**src/rtl/data_memory.sv**
```systemverilog
// ---------------------------------------------------------------------------
// data_memory
//   Word-addressed 32-bit data RAM with sub-word stores and a self-clearing
//   array. After reset, or on an accepted clear_req, a CLEAR sequence zeroes
//   one word per cycle. The sequence covers all DEPTH words. Reads are
//   combinational and forced to zero while the clear runs.
//
// Ports
//   clk               in   single clock, all state changes on rising edge
//   rst               in   asynchronous active-low reset
//   datamem_rd_addr0  in   [AW-1:0] read word address
//   datamem_rd_dout0  out  [31:0]   read data (0 while busy)
//   datamem_wr_addr0  in   [AW-1:0] write word address
//   datamem_wr_din0   in   [31:0]   unshifted store data
//   datamem_we0       in   write enable
//   datamem_wr_strb   in   [2:0]    000 word, {0,h,1} half h, {1,b} byte b,
//                                   010 illegal
//   clear_req         in   request to zero the whole array
//   busy              out  high while a clear sequence runs
//   err_strb          out  sticky illegal-strobe flag
// ---------------------------------------------------------------------------
module data_memory #(
  parameter int unsigned DEPTH = 128,
  parameter int unsigned AW    = 7
) (
  input  logic          clk,
  input  logic          rst,
  input  logic [AW-1:0] datamem_rd_addr0,
  output logic [31:0]   datamem_rd_dout0,
  input  logic [AW-1:0] datamem_wr_addr0,
  input  logic [31:0]   datamem_wr_din0,
  input  logic          datamem_we0,
  input  logic [2:0]    datamem_wr_strb,
  input  logic          clear_req,
  output logic          busy,
  output logic          err_strb
);

  typedef enum logic {
    CLEAR,
    READY
  } state_e;

  state_e        state_q;
  logic [AW-1:0] ptr_q;
  logic          err_q;
  logic [31:0]   mem_q [DEPTH];

  logic          strb_illegal;
  logic          clear_accept;
  logic          wr_accept;
  logic [31:0]   wdata_d;

  assign strb_illegal = (datamem_wr_strb == 3'b010);
  assign clear_accept = (state_q == READY) && clear_req;
  // A write in the same cycle as an accepted clear is dropped.
  assign wr_accept    = (state_q == READY) && datamem_we0 && !clear_req;

  // Read-modify-write merge: only the selected lane changes.
  always_comb begin
    wdata_d = mem_q[datamem_wr_addr0];
    casez (datamem_wr_strb)
      3'b000: wdata_d = datamem_wr_din0;
      3'b0?1: begin
        if (datamem_wr_strb[1]) begin
          wdata_d[31:16] = datamem_wr_din0[15:0];
        end else begin
          wdata_d[15:0]  = datamem_wr_din0[15:0];
        end
      end
      3'b1??: wdata_d[{datamem_wr_strb[1:0], 3'b000} +: 8] = datamem_wr_din0[7:0];
      default: wdata_d = mem_q[datamem_wr_addr0];
    endcase
  end

  // Control FSM: busy is the registered state itself.
  always_ff @(posedge clk or negedge rst) begin
    if (!rst) begin
      state_q <= CLEAR;
      ptr_q   <= '0;
      err_q   <= 1'b0;
    end else begin
      case (state_q)
        CLEAR: begin
          if (ptr_q == AW'(DEPTH - 1)) begin
            state_q <= READY;
            ptr_q   <= '0;
          end else begin
            ptr_q   <= ptr_q + AW'(1);
          end
        end
        READY: begin
          if (clear_accept) begin
            state_q <= CLEAR;
            ptr_q   <= '0;
            err_q   <= 1'b0;
          end else if (wr_accept && strb_illegal) begin
            err_q   <= 1'b1;
          end
        end
        default: begin
          state_q <= CLEAR;
          ptr_q   <= '0;
        end
      endcase
    end
  end

  // Array has no reset; the CLEAR sequence zeroes it word by word.
  always_ff @(posedge clk) begin
    if (state_q == CLEAR) begin
      mem_q[ptr_q] <= '0;
    end else if (wr_accept && !strb_illegal) begin
      mem_q[datamem_wr_addr0] <= wdata_d;
    end
  end

  assign busy             = (state_q == CLEAR);
  assign err_strb         = err_q;
  assign datamem_rd_dout0 = (state_q == CLEAR) ? '0 : mem_q[datamem_rd_addr0];

endmodule
```
**config.mk**
```make
export PLATFORM = sky130hd
export DESIGN_NAME = data_memory
export DESIGN_NICKNAME = d
export VERILOG_FILES = /design/src/rtl/data_memory.sv
export SDC_FILE = /design/constraint.sdc
export NUM_CORES = 2
export LEC_CHECK = 0
export CORE_MARGIN = 5
export CORE_UTILIZATION = 55
export CTS_CLUSTER_SIZE = 10
export DETAILED_ROUTE_END_ITERATION = 8
export PLACE_DENSITY = 0.74
export SYNTH_ARGS = -nofsm -noshare
export SYNTH_HDL_FRONTEND = slang
export SYNTH_SLANG_ARGS = --single-unit
```
**constraint.sdc**
```tcl
create_clock -name clk -period 14.5 [get_ports clk]
set_clock_uncertainty 0.2 [all_clocks]
set_input_delay 3.625 -clock clk [delete_from_list [all_inputs] [get_ports clk]]
set_output_delay 3.625 -clock clk [all_outputs]
set_load 0.05 [all_outputs]
```
==> results.md <==
- Status: finished, violations left
- Violated checks: capacitance limit
- Vias: 103600
- RSZ-0062 raised after global routing: no
- RD Place Congestion: 0.9029
- Post-CTS Hold Buffers: 0
- Clock share of power: 0.382
- CTS tree: done
- Sw frac: 0.2410
- Reg2reg end: mem_q[96][0]
- Skew-Pair Late Insertion Delay: 1.00 ns
- CORE AREA: 343300 µm²
- Cell area after layout: 210400 µm²
- Share of layout cells above drive strength 1: 0.4302
- Combinational share of power: 0.111
- Cells along the critical path: buf_16, buf_12, buf_4, mux4_2, mux4_2, mux4_2, mux2i_1, nor2_1, clkdlybuf4s50_1
- Pwr dens: 125.2 nW/µm²
- Die width: 597.1 µm
- Clk sinks: 4105
- Worst path buffer plus inverter count: 4
- Final Net Count: 8536
- CP delay by family, top: multiplexers
- Worst Hold Path Cells: 1
- Routed WL: 613.8 mm
- Final Max Slew Viols: 0
- Reg clk slew, reported paths: 0.06 ns
- Fmax: 79.21 MHz
- Die ar.: 356500 µm²
- Post-synthesis sequential area ratio: 0.6501
- Critical path depth: 9
- 1st-iter DRT viols: 18020
- IO Port Bufs: 86
- Max Cap Violations: 1
- Synthesized instance count: 8248
- CTS root buffer: clkbuf_16
- R2R cell count: 7
- Setup Buffers After CTS: 0
- Overall Global Routing Usage: 0.3450
- Hold_sp: ptr_q[4]
- CP required: 10.68 ns
- Worst r2r src: state_q
- FFs w/ async S/R, synth: 0.002192
- Sequential Power Share: 0.506
- R2r setup slk: 7.92 ns
- Drt wl/cell: 46.67 µm
- Sw Pwr: 6.348 mW
- Mapped Area: 189600 µm²
- Worst-path maximum fanout: 82
- Critical path's largest stage delay: 0.81 ns
- Rel. slew slack: 0.009736
- Internal power: 19.99 mW
- Startpoint types: input port
- Cts repair resizes: 0
- Detailed placement HPWL: 332.1 mm
- Rows: 215
- Clk buf depth: 4
- Initial antenna violation count: 33
- Synth-to-Final Area Change: 10.98%
- Number of synthesized flops with an enable pin: 4096
- Routed vias/inst: 7.877
- Largest net degree at the start of global routing: 129
- Arrival @ worst endpoint: 8.80 ns
- GR Overflow Total: 0
- Max IR drop VDD: 105.4 µV
- Syn_nets: 8307
- I/O pins: 87
- Count of final setup violators: 0
- Num CTS Buffers: 454
- First-pass GRT wire length: 842.2 mm
- Number of global-route vias before repair: 104400
- CP max stage cell: clkdlybuf4s50_1
- Hold Crit Endpoint: ptr_q[4]
- Worst min path class: flop to flop
- Avg Cell Area, Syn: 22.98 µm²
- Initial core utilization: 0.5522
- Most Frequent Cell on Critical Path: mux4_2
- Final hold slack: 0.3866 ns
- Setup TNS: 0 ns
- Dpl cell area: 198200 µm²
- Final Hold Vio Count: 0
- Fin crit share: 0.8707
- DRT Pass-1 Iters: 7
- Worst setup EP type: output port
- Yosys warning total: 0
- Ys flop type: edfxtp_1
- Lkg Pwr: 66.52 nW
- H-tree levels: 5
- Die Ht: 597.1 µm
- Worst-Margin Slew: 1.485 ns
- Cell variety after synth: 53
- Synthesis-stage register bit count: 4105
- Routed Antenna Nets: 0
- # DRC: 0
- Post-route minimum period: 12.62 ns
- Crit Path Class: input port to output port
-- cell type report --
type / instances / area (µm²)
antenna: 32 / 80.08
clock buffer: 518 / 11820
clock inverter: 25 / 286.5
fill: 22800 / 132900
inverter: 13 / 48.80
multi-input combinational: 3461 / 65020
sequential: 4105 / 123200
tap: 4557 / 5702
timing repair buffer: 442 / 4184
-- placed cells by master, fill, tap and decap left out, types with 67 or more instances in the layout --
| cell type | netlist | final |
|---|---|---|
| nor2_1 | 218 | 90 |
| mux4_2 | 2548 | 2548 |
| mux2_2 | 93 | 93 |
| nand2_1 | 72 | 67 |
| edfxtp_1 | 4096 | 4096 |
| mux2i_1 | 85 | 84 |
| nor2_4 | 0 | 127 |
| clkdlybuf4s50_1 | 0 | 73 |
| buf_4 | 6 | 310 |
| clkbuf_16 | 0 | 464 |
-- kinds of logic (layout without fill, tap and decap cells) --
logic type / after synthesis / after routing / share of synthesized area
other: 0 / 32 / 0
and+or+nand+nor: 382 / 382 / 0.008607
buffers and inverters: 682 / 998 / 0.01511
muxes: 2726 / 2726 / 0.3127
DFF: 4105 / 4105 / 0.6501
AOI/OAI and AO/OA: 347 / 347 / 0.01309
adders and majority gates: 6 / 6 / 0.0003960
-- how the worst max path moves through the flow --
stage | end | slack [ns] | start
global placement | datamem_rd_dout0[21] | 1.88 | datamem_rd_addr0[0]
detailed placement | datamem_rd_dout0[21] | 1.90 | datamem_rd_addr0[0]
global route | datamem_rd_dout0[21] | 1.73 | datamem_rd_addr0[0]
finish | datamem_rd_dout0[21] | 1.88 | datamem_rd_addr0[0]
CTS | datamem_rd_dout0[21] | 1.86 | datamem_rd_addr0[0]
floorplan | mem_q[0][0] | 0.20 | datamem_wr_addr0[1]
-- sequential cells by signal (all words and copies together) (netlist names) --
signal / cells
mem_q: 4096
ptr_q: 7
err_strb: 1
state_q: 1
-- metal layers --
metal,part of all wire,GRT usage,vias to the layer above
met1,0.32,0.4521,55270
met4,0.068,0.1826,18
met2,0.44,0.4982,9142
met5,0.00018,0,-
met3,0.17,0.1440,1603
li1,-,-,37570
-- synthesized netlist by cell type, types with 32 or more instances --
cell type | number | area share
a21oi_1 | 50 | 0.0013
a221oi_1 | 32 | 0.0015
a22o_1 | 43 | 0.0020
buf_1 | 117 | 0.0023
buf_2 | 207 | 0.0055
clkbuf_1 | 336 | 0.0067
edfxtp_1 | 4096 | 0.65
mux2_2 | 93 | 0.0055
mux2i_1 | 85 | 0.0045
mux4_2 | 2548 | 0.30
nand2_1 | 72 | 0.0014
nor2_1 | 218 | 0.0043
o21ai_0 | 41 | 0.0011
o22ai_1 | 64 | 0.0021
-- through the flow --
step	setup slack, ns	cells	utilization	power [mW]
after floorplan	0.2006	8248	-	15.17
after global placement	1.876	12580	0.5773	16.35
after detailed placement	1.898	12580	0.5773	16.40
after CTS	1.860	13120	0.6126	26.29
after global routing	1.733	13120	0.6127	26.94
final	1.875	13150	0.6129	26.33
-- power groups by stage --
| stage | clock, mW | combinational (mW) | sequential [mW] |
|---|---|---|---|
| floorplan | 0 | 1.62 | 13.5 |
| global placement | 0 | 2.80 | 13.5 |
| detailed placement | 0 | 2.83 | 13.6 |
| CTS | 10.1 | 2.84 | 13.3 |
| global route | 10.6 | 2.97 | 13.4 |
| finish | 10.1 | 2.93 | 13.3 |
No activity file was read; power rests on OpenSTA's default activity.
